## src/rtl/rsa_pipe_pkg.sv

```systemverilog
// Shared types and field positions for the RSA five-stage pipeline core.
package rsa_pipe_pkg;

  typedef enum logic [2:0] {
    ALU_ADD   = 3'b000,
    ALU_SUB   = 3'b001,
    ALU_AND   = 3'b010,
    ALU_ORR   = 3'b011,
    ALU_EOR   = 3'b100,
    ALU_LSL   = 3'b101,
    ALU_LSR   = 3'b110,
    ALU_PASSB = 3'b111
  } alu_op_e;

  typedef enum logic [1:0] {
    FWD_RF  = 2'b00,
    FWD_WB  = 2'b01,
    FWD_MEM = 2'b10
  } fwd_sel_e;

  localparam int FLAG_N = 3;
  localparam int FLAG_Z = 2;
  localparam int FLAG_C = 1;
  localparam int FLAG_V = 0;

  localparam int RN_LSB = 16;
  localparam int RD_LSB = 12;
  localparam int RM_LSB = 0;
  localparam int IMM_W  = 12;

endpackage

```

## src/rtl/hazard_unit.sv

```systemverilog
// Combinational hazard detection: EX operand forward selects plus the
// stall/flush pair that inserts a bubble between ID and EX.
module hazard_unit
  import rsa_pipe_pkg::*;
#(
  parameter int FWD_EN = 1
) (
  input  logic [3:0] RnD,
  input  logic [3:0] RA2D,
  input  logic [3:0] RA1E,
  input  logic [3:0] RA2E,
  input  logic [3:0] WA3E,
  input  logic [3:0] WA3M,
  input  logic [3:0] WA3W,
  input  logic       RegWriteE,
  input  logic       MemtoRegE,
  input  logic       RegWriteM,
  input  logic       RegWriteW,
  output fwd_sel_e   ForwardAE,
  output fwd_sel_e   ForwardBE,
  output logic       StallF,
  output logic       StallD,
  output logic       FlushE
);

  logic hazard;
  logic match_e;
  logic match_m;

  assign match_e = (WA3E == RnD) || (WA3E == RA2D);
  assign match_m = (WA3M == RnD) || (WA3M == RA2D);

  always_comb begin
    ForwardAE = FWD_RF;
    ForwardBE = FWD_RF;
    hazard    = 1'b0;
    if (FWD_EN != 0) begin
      if (RegWriteM && (WA3M == RA1E))      ForwardAE = FWD_MEM;
      else if (RegWriteW && (WA3W == RA1E)) ForwardAE = FWD_WB;
      if (RegWriteM && (WA3M == RA2E))      ForwardBE = FWD_MEM;
      else if (RegWriteW && (WA3W == RA2E)) ForwardBE = FWD_WB;
      hazard = MemtoRegE && RegWriteE && match_e;
    end else begin
      // WB producers are covered by register-file write-through.
      hazard = (RegWriteE && match_e) || (RegWriteM && match_m);
    end
  end

  assign StallF = hazard;
  assign StallD = hazard;
  assign FlushE = hazard;

endmodule

```

## src/rtl/hazard_datapath.sv

```systemverilog
// Five-stage IF/ID/EX/MEM/WB datapath with MEM/WB forwarding, load-use
// interlock, and an optional stall-only interlock build (FWD_EN=0).
module hazard_datapath
  import rsa_pipe_pkg::*;
#(
  parameter int WIDTH  = 32,
  parameter int FWD_EN = 1
) (
  input  logic             clk,
  input  logic             reset,
  input  logic             RegWrite,
  input  logic             ALUSrc,
  input  logic             MemtoReg,
  input  logic             MemWrite,
  input  logic             FlagsWriteD,
  input  logic             RegSrc,
  input  logic [2:0]       ALUControl,
  input  logic [31:0]      InstrF,
  input  logic [WIDTH-1:0] ReadData,
  output logic [31:0]      InstrD,
  output logic             StallF,
  output logic             MemWriteM,
  output logic [WIDTH-1:0] ALUOutM,
  output logic [WIDTH-1:0] WriteDataM,
  output logic             FlagsWriteW,
  output logic [3:0]       ALUFlagsW
);

  logic [3:0]       RnD, RdD, RA2D;
  logic [WIDTH-1:0] ExtImmD, RD1D, RD2D, ResultW;
  logic             StallD, FlushE;
  fwd_sel_e         ForwardAE, ForwardBE;

  logic             RegWriteE, MemtoRegE, MemWriteE, ALUSrcE, FlagsWriteE;
  alu_op_e          ALUControlE;
  logic [3:0]       RA1E, RA2E, WA3E;
  logic [WIDTH-1:0] RD1E, RD2E, ExtImmE;

  logic [WIDTH-1:0] SrcAE, SrcBE, WriteDataE, alu_y;
  logic [WIDTH:0]   sum_ext, diff_ext;
  logic [3:0]       flags_e;

  logic             RegWriteM, MemtoRegM, FlagsWriteM;
  logic [3:0]       WA3M, FlagsM;

  logic             RegWriteW, MemtoRegW;
  logic [3:0]       WA3W;
  logic [WIDTH-1:0] ALUOutW, ReadDataW;

  logic [WIDTH-1:0] rf [16];

  assign RnD  = InstrD[RN_LSB +: 4];
  assign RdD  = InstrD[RD_LSB +: 4];
  assign RA2D = RegSrc ? RdD : InstrD[RM_LSB +: 4];

  generate
    if (WIDTH > IMM_W) begin : g_ext
      assign ExtImmD = {{(WIDTH-IMM_W){1'b0}}, InstrD[IMM_W-1:0]};
    end else begin : g_trunc
      assign ExtImmD = InstrD[WIDTH-1:0];
    end
  endgenerate

  assign ResultW = MemtoRegW ? ReadDataW : ALUOutW;
  assign RD1D    = (RegWriteW && (WA3W == RnD))  ? ResultW : rf[RnD];
  assign RD2D    = (RegWriteW && (WA3W == RA2D)) ? ResultW : rf[RA2D];

  always_ff @(posedge clk) begin
    if (reset) begin
      for (int i = 0; i < 16; i++) rf[i] <= '0;
    end else if (RegWriteW) begin
      rf[WA3W] <= ResultW;
    end
  end

  hazard_unit #(.FWD_EN(FWD_EN)) u_hazard (
    .RnD       (RnD),
    .RA2D      (RA2D),
    .RA1E      (RA1E),
    .RA2E      (RA2E),
    .WA3E      (WA3E),
    .WA3M      (WA3M),
    .WA3W      (WA3W),
    .RegWriteE (RegWriteE),
    .MemtoRegE (MemtoRegE),
    .RegWriteM (RegWriteM),
    .RegWriteW (RegWriteW),
    .ForwardAE (ForwardAE),
    .ForwardBE (ForwardBE),
    .StallF    (StallF),
    .StallD    (StallD),
    .FlushE    (FlushE)
  );

  always_ff @(posedge clk) begin
    if (reset)       InstrD <= '0;
    else if (!StallD) InstrD <= InstrF;
  end

  // A flush clears the whole ID/EX slot so the bubble carries no controls.
  always_ff @(posedge clk) begin
    if (reset || FlushE) begin
      RegWriteE   <= 1'b0;
      MemtoRegE   <= 1'b0;
      MemWriteE   <= 1'b0;
      ALUSrcE     <= 1'b0;
      FlagsWriteE <= 1'b0;
      ALUControlE <= ALU_ADD;
      RA1E        <= '0;
      RA2E        <= '0;
      WA3E        <= '0;
      RD1E        <= '0;
      RD2E        <= '0;
      ExtImmE     <= '0;
    end else begin
      RegWriteE   <= RegWrite;
      MemtoRegE   <= MemtoReg;
      MemWriteE   <= MemWrite;
      ALUSrcE     <= ALUSrc;
      FlagsWriteE <= FlagsWriteD;
      ALUControlE <= alu_op_e'(ALUControl);
      RA1E        <= RnD;
      RA2E        <= RA2D;
      WA3E        <= RdD;
      RD1E        <= RD1D;
      RD2E        <= RD2D;
      ExtImmE     <= ExtImmD;
    end
  end

  always_comb begin
    case (ForwardAE)
      FWD_MEM: SrcAE = ALUOutM;
      FWD_WB:  SrcAE = ResultW;
      default: SrcAE = RD1E;
    endcase
    case (ForwardBE)
      FWD_MEM: WriteDataE = ALUOutM;
      FWD_WB:  WriteDataE = ResultW;
      default: WriteDataE = RD2E;
    endcase
  end

  assign SrcBE    = ALUSrcE ? ExtImmE : WriteDataE;
  assign sum_ext  = {1'b0, SrcAE} + {1'b0, SrcBE};
  assign diff_ext = {1'b0, SrcAE} - {1'b0, SrcBE};

  always_comb begin
    alu_y   = '0;
    flags_e = '0;
    case (ALUControlE)
      ALU_ADD: begin
        alu_y           = sum_ext[WIDTH-1:0];
        flags_e[FLAG_C] = sum_ext[WIDTH];
        flags_e[FLAG_V] = (SrcAE[WIDTH-1] == SrcBE[WIDTH-1]) &&
                          (alu_y[WIDTH-1] != SrcAE[WIDTH-1]);
      end
      ALU_SUB: begin
        alu_y           = diff_ext[WIDTH-1:0];
        flags_e[FLAG_C] = ~diff_ext[WIDTH];
        flags_e[FLAG_V] = (SrcAE[WIDTH-1] != SrcBE[WIDTH-1]) &&
                          (alu_y[WIDTH-1] != SrcAE[WIDTH-1]);
      end
      ALU_AND:   alu_y = SrcAE & SrcBE;
      ALU_ORR:   alu_y = SrcAE | SrcBE;
      ALU_EOR:   alu_y = SrcAE ^ SrcBE;
      ALU_LSL:   alu_y = SrcAE << SrcBE[4:0];
      ALU_LSR:   alu_y = SrcAE >> SrcBE[4:0];
      ALU_PASSB: alu_y = SrcBE;
    endcase
    flags_e[FLAG_N] = alu_y[WIDTH-1];
    flags_e[FLAG_Z] = (alu_y == '0);
  end

  always_ff @(posedge clk) begin
    if (reset) begin
      RegWriteM   <= 1'b0;
      MemtoRegM   <= 1'b0;
      MemWriteM   <= 1'b0;
      FlagsWriteM <= 1'b0;
      ALUOutM     <= '0;
      WriteDataM  <= '0;
      WA3M        <= '0;
      FlagsM      <= '0;
    end else begin
      RegWriteM   <= RegWriteE;
      MemtoRegM   <= MemtoRegE;
      MemWriteM   <= MemWriteE;
      FlagsWriteM <= FlagsWriteE;
      ALUOutM     <= alu_y;
      WriteDataM  <= WriteDataE;
      WA3M        <= WA3E;
      FlagsM      <= flags_e;
    end
  end

  always_ff @(posedge clk) begin
    if (reset) begin
      RegWriteW   <= 1'b0;
      MemtoRegW   <= 1'b0;
      FlagsWriteW <= 1'b0;
      ALUOutW     <= '0;
      ReadDataW   <= '0;
      WA3W        <= '0;
      ALUFlagsW   <= '0;
    end else begin
      RegWriteW   <= RegWriteM;
      MemtoRegW   <= MemtoRegM;
      FlagsWriteW <= FlagsWriteM;
      ALUOutW     <= ALUOutM;
      ReadDataW   <= ReadData;
      WA3W        <= WA3M;
      ALUFlagsW   <= FlagsM;
    end
  end

endmodule
```

## config.mk

```make
export PLATFORM = sky130hd
export DESIGN_NAME = hazard_datapath
export DESIGN_NICKNAME = d
export VERILOG_FILES = /design/src/rtl/rsa_pipe_pkg.sv /design/src/rtl/hazard_unit.sv /design/src/rtl/hazard_datapath.sv
export SDC_FILE = /design/constraint.sdc
export NUM_CORES = 2
export LEC_CHECK = 0
export CAP_MARGIN = 20
export CORE_AREA = 5 5 370 372
export DETAILED_ROUTE_END_ITERATION = 8
export DIE_AREA = 0 0 375 377
export GPL_TIMING_DRIVEN = 0
export HOLD_SLACK_MARGIN = 0.03
export PLACE_DENSITY = 0.57
export SYNTH_ARGS = -nofsm -noshare
export SYNTH_HDL_FRONTEND = slang
export SYNTH_SLANG_ARGS = --single-unit
```

## constraint.sdc

```tcl
create_clock -name clk -period 15.1 [get_ports clk]
set_input_delay 1.51 -clock clk [delete_from_list [all_inputs] [get_ports clk]]
set_output_delay 1.51 -clock clk [all_outputs]
set_load 0.01 [all_outputs]
```

==> run_results.csv <==
group,metric,value,unit
outcome,status,"completed",
sta,rsz0062_at_grt,"no",
clock_network,post_cts_buffers,0,
setup_path,startpoint,"WA3M[3]$_SDFF_PP0_",
synth,ys_seq_area_share,45.3,%
synth,synth_area,46200,sq um
synth,syn-num-nets,5192,
sta,relSlewSlack,15.4,%
setup_path,crit_path_start_kind,"flop",
setup_path,crit_required,15.69,ns
clock_network,htreeDepth,3,
setup_path,r2r_cells,26,
grt,grt_pass1_wl,320,mm
place,gp_congestion,1.08,
setup_path,critPathArrivalTime,10.03,ns
synth,ys.flop_type,"edfxtp_1",
drt,wl_per_cell,32.2,microns
grt,grt_max_degree,33,
clock_network,cts_root_buf,"clkbuf_16",
power_and_ir_drop,power_density,124,nW/um^2
floorplanning,row_count,134,
clock_network,hold_buffers,0,
clock_network,clk_pin_slew,0.06,ns
setup_path,reg2reg_setup_slack,5.66,ns
synth,synth_top_area_share,33.3,%
synth,synth_edf_count,512,
grt,overflow,0,
cells_and_area,synthToLayoutAreaGrowth,16.6,%
clock_network,ctsLongestPathBuffers,3,
drt,post_drt_via_cell_ratio,5.98,
hold_path,hold_path_class,"flop to flop",
place,port-buffer-count,176,
cells_and_area,layout.nets,5501,
setup_path,worstPathMaxFanout,11,
setup_path,r2r-start,"WA3M[3]$_SDFF_PP0_",
clock_network,clock_latency,0.72,ns
drt,num_vias,42900,
cells_and_area,fillCellCount,13300,
sta,fmax,106,MHz
drt,drc,0,
synth,synth.area.top_cells,"edfxtp_1 33%, dfxtp_1 12%, mux4_2 7.8%",
sta,setup-tns-final,0,ns
drt,dr.pass1.iters,7,
synth,yosys_warnings,0,
setup_path,crit_path_end_kind,"flop",
clock_network,cts_inserted_buffers,91,
sta,min_period_over_period,62.5,%
cells_and_area,final_cell_mix,"860 x nor2_1, 740 x nand2_1, 512 x edfxtp_1, 364 x clkbuf_1, 311 x a21oi_1",
sta,worst_slew_pin_slew,1.26,ns
place,placed_cell_area,50500,sq um
grt,grt_pass1_vias,41200,
sta,setup_viol,0,
place,pre_cts_ws,6.16,ns
floorplanning,dieArea,141000,sq um
sta,finalHoldViolations,0,
synth,ys_ff_latch,789,
drt,ant_nets,0,
clock_network,cts_sinks,789,
synth,synth_top_area_cell,"edfxtp_1",
grt,antenna_found_initial,14,
drt,drt_iter0_drc,5487,
setup_path,crit_type,"flop to flop",
flow_run,maxCapViolCount,0,
sta,skew,0.0470,ns
cells_and_area,final_common_cell,"nor2_1",
grt,grtUsageTotal,31.7,%
setup_path,crit_path_end,"FlagsM[2]$_SDFF_PP0_",
synth,syn-instance-count,5018,
power_and_ir_drop,vdd_drop_max,0.000115,V
sta,setup_ws,5.66,ns
synth,async_flop_share,0,%
power_and_ir_drop,leakage,0.0191,uW
synth,synth.distinct_cells,101,
setup_path,reg2reg_to,"FlagsM[2]$_SDFF_PP0_",
sta,maxSlewViolCount,0,
place,place_hpwl,186,mm
drt,wl,231,mm
floorplanning,ios,178,
floorplanning,die_h,377,microns
clock_network,cts_tree,"done",
floorplanning,chipWidth,375,microns
cells_and_area,stdcell_area,53800,sq um
sta,finalCriticalPeriod,9.44,ns
floorplanning,initial_utilization,34.7,%
synth,avgSynthCellArea,9.20,sq um
clock_network,cts_resized,0,
floorplanning,coreArea,133000,sq um
cells_and_area,drive_above_1_share,9.62,%
==> worst min path at each step <==
stage                                 startpoint  slack (ns)  cells past startpoint                      end
after floorplan             FlagsM[0]$_SDFF_PP0_        0.41                      1  ALUFlagsW[0]$_SDFF_PP0_
after global placement    FlagsWriteE$_SDFF_PP0_        0.42                      1   FlagsWriteM$_SDFF_PP0_
after detailed placement  FlagsWriteE$_SDFF_PP0_        0.43                      1   FlagsWriteM$_SDFF_PP0_
after CTS                   MemtoRegM$_SDFF_PP0_        0.41                      1     MemtoRegW$_SDFF_PP0_
after global routing        MemtoRegM$_SDFF_PP0_        0.43                      1     MemtoRegW$_SDFF_PP0_
final                       MemtoRegM$_SDFF_PP0_        0.41                      1     MemtoRegW$_SDFF_PP0_
==> cell usage after synthesis, types with 15 or more instances <==
master / instances
mux4_2: 160
nand2b_1: 31
nor2_1: 861
nand4_1: 16
o32ai_1: 15
o221ai_1: 20
nand3_1: 271
a221oi_1: 19
and2_1: 44
a211oi_1: 47
a21oi_1: 311
dfxtp_1: 277
o21ai_1: 22
buf_4: 15
o211ai_1: 20
xnor2_1: 35
o22ai_1: 46
o21ai_0: 100
a22oi_1: 20
a21o_1: 21
ha_1: 97
mux2i_1: 60
a31oi_1: 64
xor2_1: 22
clkbuf_1: 345
buf_1: 34
nor2b_1: 110
buf_6: 23
o31a_1: 26
nand2_1: 740
nor3_1: 53
buf_2: 44
edfxtp_1: 512
inv_1: 98
or2_2: 19
and3_1: 108
a311oi_1: 103
==> state kept, by name (all words and copies together), names as in the netlist, 12 cells and up <==
name	cells
ALUOutM	32
ALUOutW	31
ExtImmE	12
InstrD	32
RD1E	32
RD2E	32
ReadDataW	32
WriteDataM	32
rf	512
==> cell families (layout without fill, tap and decap cells) <==
logic type	count (synthesis)	in the layout	share of synthesized area [%]
xor gates and xnor gates	57	57	1.08
and+or+nand+nor	2310	2310	22.0
muxes	227	227	9.28
adders and majority gates	99	99	2.72
buffers and inverters	563	950	5.20
DFF	789	789	45.3
other	0	4	0
AOI/OAI and AO/OA	973	973	14.4
==> routing by layer <==
layer | GRT usage, % | vias up | share of wire (%)
li1 | - | 18700 | -
met1 | 38.8 | 21100 | 37
met2 | 52.5 | 2472 | 46
met3 | 6.04 | 646 | 8.5
met4 | 18.0 | 10 | 7.6
met5 | 0 | - | 0.028
==> critical path, cell delays in order, from the launching register on <==
cell	delay, ns
dfxtp_1	0.46
xor2_1	0.15
nor3_4	0.50
and2_4	0.24
buf_6	0.15
o311ai_4	0.15
nand2_2	0.22
buf_2	0.34
buf_2	0.47
buf_2	0.53
buf_2	0.48
ha_1	0.33
clkbuf_1	0.27
a211oi_1	0.38
o21ai_0	0.20
a21oi_1	0.45
o21ai_0	0.14
nor2_1	0.13
nor3_1	0.07
a311oi_2	0.77
o311ai_0	0.30
nor4_1	0.34
buf_2	0.25
nor4bb_1	0.92
and4_1	0.55
nand4_1	0.23
nor4_2	0.25
==> through the flow <==
step	total power (uW)	util [%]	hold slack (ns)	instances
after global routing	6840	40.5	0.432	7173
final	6670	40.5	0.405	7177
after floorplan	3500	-	0.414	5018
after global placement	4320	37.7	0.420	6962
after detailed placement	4320	38.0	0.426	6987
after CTS	6590	40.3	0.412	7158
==> cell type report <==
type,instances,area (sq um),share of cell area (%)
multi-input combinational,3666,22900,42.6
clock inverter,52,579,1.08
buffer,462,2020,3.75
timing repair buffer,216,2280,4.23
inverter,101,380,0.707
antenna,4,10.0,0.0186
tap,1768,2210,4.11
clock buffer,119,2490,4.64
sequential,789,20900,38.9
==> report_power, final <==
group          switching (uW)  total [uW]  internal (uW)
clock                     992        2290           1300
combinational            1310        1870            559
sequential                103        2510           2410
total                    2400        6670           4270
(Power assumes the default switching activity.)
